`config.mk`:
```
export PLATFORM = sky130hd
export DESIGN_NAME = alu_exec_ctrl
export DESIGN_NICKNAME = d
export VERILOG_FILES = /design/src/rtl/alu_exec_ctrl.sv
export SDC_FILE = /design/constraint.sdc
export NUM_CORES = 1
export LEC_CHECK = 0
export CAP_MARGIN = 30
export CORE_ASPECT_RATIO = 1.25
export CORE_MARGIN = 2
export CORE_UTILIZATION = 42
export CTS_CLUSTER_DIAMETER = 60
export DETAILED_ROUTE_END_ITERATION = 10
export GPL_TIMING_DRIVEN = 0
export PLACE_DENSITY = 0.8
export REMOVE_ABC_BUFFERS = 1
export SLEW_MARGIN = 20
export SYNTH_ARGS = -nofsm -noshare
export SYNTH_HDL_FRONTEND = slang
export SYNTH_SLANG_ARGS = --single-unit
export TNS_END_PERCENT = 50
```
`constraint.sdc`:
```
create_clock -name clk -period 2 [get_ports clk]
set_clock_uncertainty 0.1 [all_clocks]
set_input_delay 0.4 -clock clk [delete_from_list [all_inputs] [get_ports clk]]
set_output_delay 0.4 -clock clk [all_outputs]
set_load 0.005 [all_outputs]
```
`src/rtl/alu_exec_ctrl.sv`:
```
// Execute-stage sequencer: fetches operands, drives a one-cycle ALU enable,
// captures result and flags, then writes back to the register file.
module alu_exec_ctrl #(
  parameter int DATA_W = 16,
  parameter int RA_W   = 3
) (
  input  logic              clk,
  input  logic              rst_n,
  input  logic              in_valid,
  output logic              in_ready,
  input  logic [3:0]        in_op,
  input  logic [RA_W-1:0]   in_rd,
  input  logic [RA_W-1:0]   in_rs1,
  input  logic [RA_W-1:0]   in_rs2,
  input  logic              in_use_imm,
  input  logic [DATA_W-1:0] in_imm,
  output logic [RA_W-1:0]   rf_raddr1,
  output logic [RA_W-1:0]   rf_raddr2,
  input  logic [DATA_W-1:0] rf_rdata1,
  input  logic [DATA_W-1:0] rf_rdata2,
  output logic              rf_we,
  output logic [RA_W-1:0]   rf_waddr,
  output logic [DATA_W-1:0] rf_wdata,
  output logic [3:0]        alu_op,
  output logic              alu_en,
  output logic [DATA_W-1:0] alu_a,
  output logic [DATA_W-1:0] alu_b,
  input  logic [DATA_W-1:0] alu_result,
  input  logic              alu_zero,
  input  logic              alu_carry,
  input  logic              alu_overflow,
  input  logic              alu_negative,
  output logic [3:0]        flags_q,
  output logic              done,
  output logic              illegal
);

  typedef enum logic [1:0] {IDLE, READ, EXEC, WB} state_t;

  localparam logic [3:0] OP_AND = 4'b0000;
  localparam logic [3:0] OP_ADD = 4'b0001;
  localparam logic [3:0] OP_SUB = 4'b0010;
  localparam logic [3:0] OP_CMP = 4'b0011;

  function automatic logic op_legal(input logic [3:0] op);
    return (op == OP_AND) || (op == OP_ADD) || (op == OP_SUB) || (op == OP_CMP);
  endfunction

  // CMP is a subtract whose result is discarded.
  function automatic logic [3:0] alu_code(input logic [3:0] op);
    return (op == OP_CMP) ? OP_SUB : op;
  endfunction

  state_t              state_q, state_d;
  logic                in_ready_q, in_ready_d;
  logic [RA_W-1:0]     raddr1_q, raddr1_d, raddr2_q, raddr2_d;
  logic                rf_we_q, rf_we_d;
  logic [RA_W-1:0]     waddr_q, waddr_d;
  logic [DATA_W-1:0]   result_q, result_d;
  logic [3:0]          alu_op_q, alu_op_d;
  logic                alu_en_q, alu_en_d;
  logic [DATA_W-1:0]   alu_a_q, alu_a_d, alu_b_q, alu_b_d;
  logic [3:0]          flags_d;
  logic                done_q, done_d;
  logic                illegal_q, illegal_d;

  // Instruction fields held for the life of one instruction.
  logic [3:0]          op_q;
  logic [RA_W-1:0]     rd_q;
  logic                use_imm_q;
  logic [DATA_W-1:0]   imm_q;

  always_comb begin
    state_d    = state_q;
    in_ready_d = 1'b0;
    raddr1_d   = raddr1_q;
    raddr2_d   = raddr2_q;
    rf_we_d    = 1'b0;
    waddr_d    = waddr_q;
    result_d   = result_q;
    alu_op_d   = alu_op_q;
    alu_en_d   = 1'b0;
    alu_a_d    = alu_a_q;
    alu_b_d    = alu_b_q;
    flags_d    = flags_q;
    done_d     = 1'b0;
    illegal_d  = 1'b0;
    case (state_q)
      IDLE: begin
        if (in_valid) begin
          raddr1_d = in_rs1;
          raddr2_d = in_rs2;
          state_d  = READ;
        end else begin
          in_ready_d = 1'b1;
        end
      end
      READ: begin
        if (op_legal(op_q)) begin
          alu_a_d  = rf_rdata1;
          alu_b_d  = use_imm_q ? imm_q : rf_rdata2;
          alu_op_d = alu_code(op_q);
          alu_en_d = 1'b1;
          state_d  = EXEC;
        end else begin
          illegal_d = 1'b1;
          state_d   = WB;
        end
      end
      EXEC: begin
        result_d = alu_result;
        waddr_d  = rd_q;
        flags_d  = {alu_negative, alu_overflow, alu_carry, alu_zero};
        rf_we_d  = (op_q != OP_CMP) && (rd_q != '0);
        done_d   = 1'b1;
        state_d  = WB;
      end
      WB: begin
        in_ready_d = 1'b1;
        state_d    = IDLE;
      end
      default: begin
        in_ready_d = 1'b1;
        state_d    = IDLE;
      end
    endcase
  end

  always_ff @(posedge clk) begin
    if (!rst_n) begin
      state_q    <= IDLE;
      in_ready_q <= 1'b1;
      raddr1_q   <= '0;
      raddr2_q   <= '0;
      rf_we_q    <= 1'b0;
      waddr_q    <= '0;
      result_q   <= '0;
      alu_op_q   <= '0;
      alu_en_q   <= 1'b0;
      alu_a_q    <= '0;
      alu_b_q    <= '0;
      flags_q    <= '0;
      done_q     <= 1'b0;
      illegal_q  <= 1'b0;
    end else begin
      state_q    <= state_d;
      in_ready_q <= in_ready_d;
      raddr1_q   <= raddr1_d;
      raddr2_q   <= raddr2_d;
      rf_we_q    <= rf_we_d;
      waddr_q    <= waddr_d;
      result_q   <= result_d;
      alu_op_q   <= alu_op_d;
      alu_en_q   <= alu_en_d;
      alu_a_q    <= alu_a_d;
      alu_b_q    <= alu_b_d;
      flags_q    <= flags_d;
      done_q     <= done_d;
      illegal_q  <= illegal_d;
    end
  end

  always_ff @(posedge clk) begin
    if (state_q == IDLE && in_valid) begin
      op_q      <= in_op;
      rd_q      <= in_rd;
      use_imm_q <= in_use_imm;
      imm_q     <= in_imm;
    end
  end

  assign in_ready  = in_ready_q;
  assign rf_raddr1 = raddr1_q;
  assign rf_raddr2 = raddr2_q;
  assign rf_we     = rf_we_q;
  assign rf_waddr  = waddr_q;
  assign rf_wdata  = result_q;
  assign alu_op    = alu_op_q;
  assign alu_en    = alu_en_q;
  assign alu_a     = alu_a_q;
  assign alu_b     = alu_b_q;
  assign done      = done_q;
  assign illegal   = illegal_q;

endmodule

```
==> key figures, run 1 <==
Detailed routing
  • DRC: 0
  • Antenna Nets Post-Route: 0
  • Total vias in the final route: 2718
  • DR iter-0 viols: 83
  • Final wirelength: 8100 um
  • Vias/cell: approximately 4.8
  • Initial DRT Pass Iterations: 4
  • Routed wire length per instance: 14.3 um

STA
  • Final hold viol count: 0
  • Worst hold slack: around 360 ps
  • Final setup TNS: 0 ps
  • Slew margin rel.: around two fifths
  • Tcrit/Tclk final: between 90% and 100%
  • Fin crit period: 1860 ps
  • Worst Max-Slew Pin Slew: about 920 ps
  • Final setup violation count: 0
  • Final Slew Violations: 0
  • Fmax: 0.537 GHz

GRT
  • First-pass GRT wire length: roughly 12000 um
  • GRT Util Overall: between 10% and 20%
  • GRT overflow: 0
  • Vias in the first global route: around 2700
  • Largest net degree at the start of global routing: 37
  • Initial antenna violation count: 0

Yosys
  • Synth area leader: dfxtp_1
  • Most common cell in the synthesized netlist: dfxtp_1
  • Register area share after synthesis: approximately 60%
  • Synth top area cells: dfxtp_1, edfxtp_1, mux2i_1, a211oi_2, nor2_1
  • EDFF count, synth: 24
  • Top cells by count, synth: dfxtp_1, nor2_1, nand2_1
  • #FFs+latches synth: 96
  • Fraction of registers with async set/reset: 0%
  • Yosys Warn Count: 0
  • Synthesized cell area: 3560 sq um
  • Ys flop type: dfxtp_1
  • Mapped Cells: 312
  • Syn Area/Cell: approximately 11 sq um
  • Unique cell type count in the Yosys netlist: 27
  • Yosys top cell area share: approximately two fifths

Clock network
  • TritonCTS Sinks: between 90 and 100
  • CTS tree: done
  • Cts hold-fix bufs: 0
  • Max clock buf depth: 2
  • Worst skew pair latency: roughly 350 ps
  • Reg clk slew, reported paths: approximately 90 ps
  • H-tree lvl count: 3
  • CTS Buf Count: 9
  • Root buf cell: clkbuf_8

Placed design
  • GPL Wtd Cong: approximately 0.72
  • Placed cells: about 550
  • Port Buf Inserts: 154
  • HPWL after DPL: between 5000 and 6000 um

Worst setup path
  • Critical Path End Type: flop
  • Worst-path maximum fanout: 24
  • WP data required: 2180 ps
  • Crit path kind: reg2reg
  • CP Launch Type: flop
  • Critical Path AT: 2050 ps
  • Cells on worst reg2reg path: 5

Worst hold path
  • Worst hold path depth: 2
  • Worst Hold Class: reg2reg

Layout
  • Post-layout util: about two thirds
  • ANT cells: 0
  • Fraction of layout cells with a size suffix above 1: 9.62%
  • Non-Filler Instances: approximately 570
  • Nets: about 550
  • Area Overhead vs Synth: 52.1%

Power
  • Worst VDD drop: about 0.64 mV
  • Power after layout: between 5000 and 6000 uW
  • Static leakage: about 0.0019 uW
  • Power Density: 1060 nW/um^2

Die
  • Area of the die: between 9000 and 10000 sq um
  • Die Y: between 100 and 150 um
  • Die X: roughly 86 um
  • Io pins: approximately 160
  • Initial Util: a little over two fifths
  • Row count: 37
  • Area of the core: 8240 sq um

Job
  • Max Cap Viol: 0

Run status
  • Status: finished, final reports clean
-- final timing paths --
| kind | from | end | slack (ps) |
|---|---|---|---|
| max | state_q[0] | rf_we | 140 |
| min | rf_raddr2[1] | rf_raddr2[1] | 360 |
| max reg2reg | state_q[0] | rf_we | 140 |
| min reg2reg | rf_raddr2[1] | rf_raddr2[1] | 360 |
-- layout make-up --
cell class	count	area [sq um]
tap	97	121
clock inverter	6	82.6
sequential	96	2160
clock buffer	10	138
inverter	4	17.5
timing repair buffer	161	1640
multi-input combinational	191	1250
fill	657	2830
-- power breakdown --
group | internal [uW] | switching, uW | total [uW]
registers | 2380 | 197 | 2580
logic | 981 | 779 | 1760
clock network | 732 | 650 | 1380
total | 4090 | 1630 | 5720
-- kinds of logic after synthesis --
group           share of synthesized area (%)
compound gates                           10.1
flops                                    60.8
fa+ha+maj                                1.76
mux                                      11.3
buf+inv                                  4.29
simple gates                             11.8
-- state kept, by name, indices dropped and copies added (netlist names), 2 cells and up --
register and count:
alu_a 16, op_q 4, rf_raddr1 3, imm_q 16
rf_wdata 16, alu_b 16, rf_waddr 3, rf_raddr2 3
alu_op 4, state_q 2, flags_q 4, rd_q 3
-- per-layer routing --
layer	GRT usage, %	vias up	share of wire (%)
li1	-	1368	-
met5	0	-	0
met1	19.3	1232	40
met4	8.15	0	2.2
met3	5.54	16	7.3
met2	29.6	102	50
-- stage by stage --
| step | area, sq um | worst slack [ps] |
|---|---|---|
| floorplan | 3420 | -337 |
| global placement | 5080 | -1080 |
| detailed placement | 5160 | -233 |
| CTS | 5390 | 87.0 |
| global route | 5410 | -11.9 |
| finish | 5410 | 139 |
-- critical path, cell delays in order (launching register included) --
cell	delay (ps)
dfxtp_1	340
inv_1	160
ha_2	700
and2_1	260
o31ai_1	100
a31oi_1	140
-- placed cells by master (no fill, tap or decap), types with 2 or more instances in the layout --
| master | n |
|---|---|
| inv_1 | 2 |
| a211oi_2 | 16 |
| bufinv_16 | 2 |
| ha_2 | 3 |
| buf_8 | 2 |
| clkbuf_8 | 10 |
| ha_1 | 2 |
| clkdlybuf4s50_1 | 154 |
| a21oi_1 | 24 |
| o21ai_0 | 2 |
| buf_12 | 2 |
| dfxtp_1 | 72 |
| buf_4 | 2 |
| clkinv_2 | 3 |
| nand3_1 | 6 |
| edfxtp_1 | 24 |
| nand2_1 | 42 |
| and3_1 | 2 |
| nor2_1 | 44 |
| mux2i_1 | 40 |
-- what timing repair did --
item                                    4_1_cts  5_1_grt
resized for setup                             1        3
endpoints found under the setup margin       33       23
gates cloned                                  0        0
buffers inserted                              1        1
(Power assumes the default switching activity.)
==> run 2: changes to the inputs <==
Clock period 2 ns to 1.9 ns, I/O delays scaled along.
==> run 2 against run 1 <==
Compared with the run above: maximum frequency up 0.17%; critical path depth did not move; worst setup slack got worse by 97 ps; critical endpoint unchanged; largest power group unchanged.
==> key figures, run 2 (same netlist as run 1, synthesis figures left out) <==
Power
  • Static leakage: ~0.0019 uW
  • Worst VDD drop: 0.700 mV
  • Power Density: around 1100 nW/um^2
  • Power after layout: roughly 6000 uW

Clock network
  • Reg clk slew, reported paths: approximately 90 ps
  • Worst skew pair latency: 350 ps
  • H-tree lvl count: 3
  • CTS Buf Count: 9
  • Root buf cell: clkbuf_8
  • TritonCTS Sinks: between 90 and 100
  • CTS tree: done
  • Cts hold-fix bufs: 0
  • Max clock buf depth: 2

GRT
  • GRT Util Overall: ~17%
  • Vias in the first global route: ~2700
  • Initial antenna violation count: 0
  • First-pass GRT wire length: about 13000 um
  • Largest net degree at the start of global routing: 37
  • GRT overflow: 0

STA
  • Fmax: roughly 0.54 GHz
  • Final Slew Violations: 0
  • RSZ-0062 raised after global routing: true
  • Fin crit period: ~1900 ps
  • Setup ws final: ~42 ps
  • Worst Max-Slew Pin Slew: 917 ps
  • Tcrit/Tclk final: a little over nine tenths
  • Final hold viol count: 0
  • Final setup violation count: 0
  • Slew margin rel.: between 30 and 40%

Worst setup path
  • CP Launch Type: flop
  • WP data required: approximately 2100 ps
  • Slowest CP cell: ha_2
  • Worst Path Buf+Inv: 1
  • Worst path max stage delay: just under 700 ps
  • Crit path cell chain: inv_1 -> ha_2 -> and2_1 -> o31ai_1 -> a31oi_1
  • Critical Path End Type: flop
  • Worst-path maximum fanout: 24
  • Crit path kind: reg2reg
  • Critical path's top delay family: adder cells
  • Critical Path AT: a little over 2000 ps

Placed design
  • HPWL after DPL: approximately 5800 um
  • GPL Wtd Cong: about 0.7
  • Port Buf Inserts: approximately 150
  • DP Worst Slack: -313 ps

Detailed routing
  • DRC: 0
  • Final wirelength: ~8000 um
  • Routed wire length per instance: approximately 14 um
  • Total vias in the final route: 2722
  • Initial DRT Pass Iterations: 4
  • DR iter-0 viols: 88
  • Vias/cell: around 4.8
  • Antenna Nets Post-Route: 0

Worst hold path
  • Worst Hold Class: reg2reg

Die
  • Area of the die: about 9000 sq um
  • Area of the core: between 8000 and 9000 sq um
  • Row count: 37
  • Initial Util: 43.2%
  • Io pins: between 150 and 200
  • Die X: around 86 um
  • Die Y: about 110 um

Layout
  • Nets: between 500 and 600
  • Commonest non-fill, non-tap cells in the layout: clkdlybuf4s50_1, dfxtp_1, nor2_1, nand2_1, mux2i_1
  • Most common cell after layout, fill and taps aside: clkdlybuf4s50_1
  • ANT cells: 0
  • Area Overhead vs Synth: 52.4%
  • Fraction of layout cells with a size suffix above 1: between 10% and 20%

Job
  • Max Cap Viol: 0

Run status
  • Status: finished, final reports clean
## run 2: path summary, 6_finish.rpt
check               startpoint      endpoint  slack (ps)  cells past startpoint
setup reg to reg    state_q[0]         rf_we          40                      5
setup / recovery    state_q[0]         rf_we          40                      5
hold / removal    rf_raddr2[1]  rf_raddr2[1]         360                      2
hold reg to reg   rf_raddr2[1]  rf_raddr2[1]         360                      2
## run 2: worst min-delay path, stage by stage (launching register included)
cell and delay [ps]:
dfxtp_1 320, nand2_1 50, a21oi_1 50
## run 2: area by class of cell
cell class	count	area (sq um)
well taps	97	121
clock inverters	6	82.6
repair buffers	162	1650
clock buffers	10	138
flip-flops and latches	96	2160
fillers	655	2820
inverters	4	20.0
multi-input cells	191	1250
## run 2: where the power goes
group | total [uW] | switching (uW) | internal (uW)
logic | 1880 | 829 | 1050
registers | 2710 | 208 | 2510
clock network | 1450 | 684 | 770
## run 2: layer usage
metal	vias to the layer above	GRT usage, %	share of wire (%)
met5	-	0	0
met4	0	8.15	2.3
met3	16	5.39	7.0
met2	103	30.1	50
met1	1230	19.4	40
li1	1373	-	-
## run 2: per-stage QoR
stage	util (%)	cell area (sq um)	TNS, ps	hold WS [ps]	cells
CTS	65.4	5390	0	360	564
detailed placement	62.6	5160	-9670	348	547
floorplan	-	3420	-13610	332	291
finish	65.8	5420	0	356	566
global route	65.8	5420	-234	378	566
global placement	61.7	5080	-89800	342	542
## run 2: timing repair
| item | 4_1_cts | 5_1_grt |
|---|---|---|
| setup buffers | 1 | 2 |
| gates resized for setup | 2 | 5 |
| pin swaps | 0 | 0 |
| setup endpoints to repair | 35 | 47 |
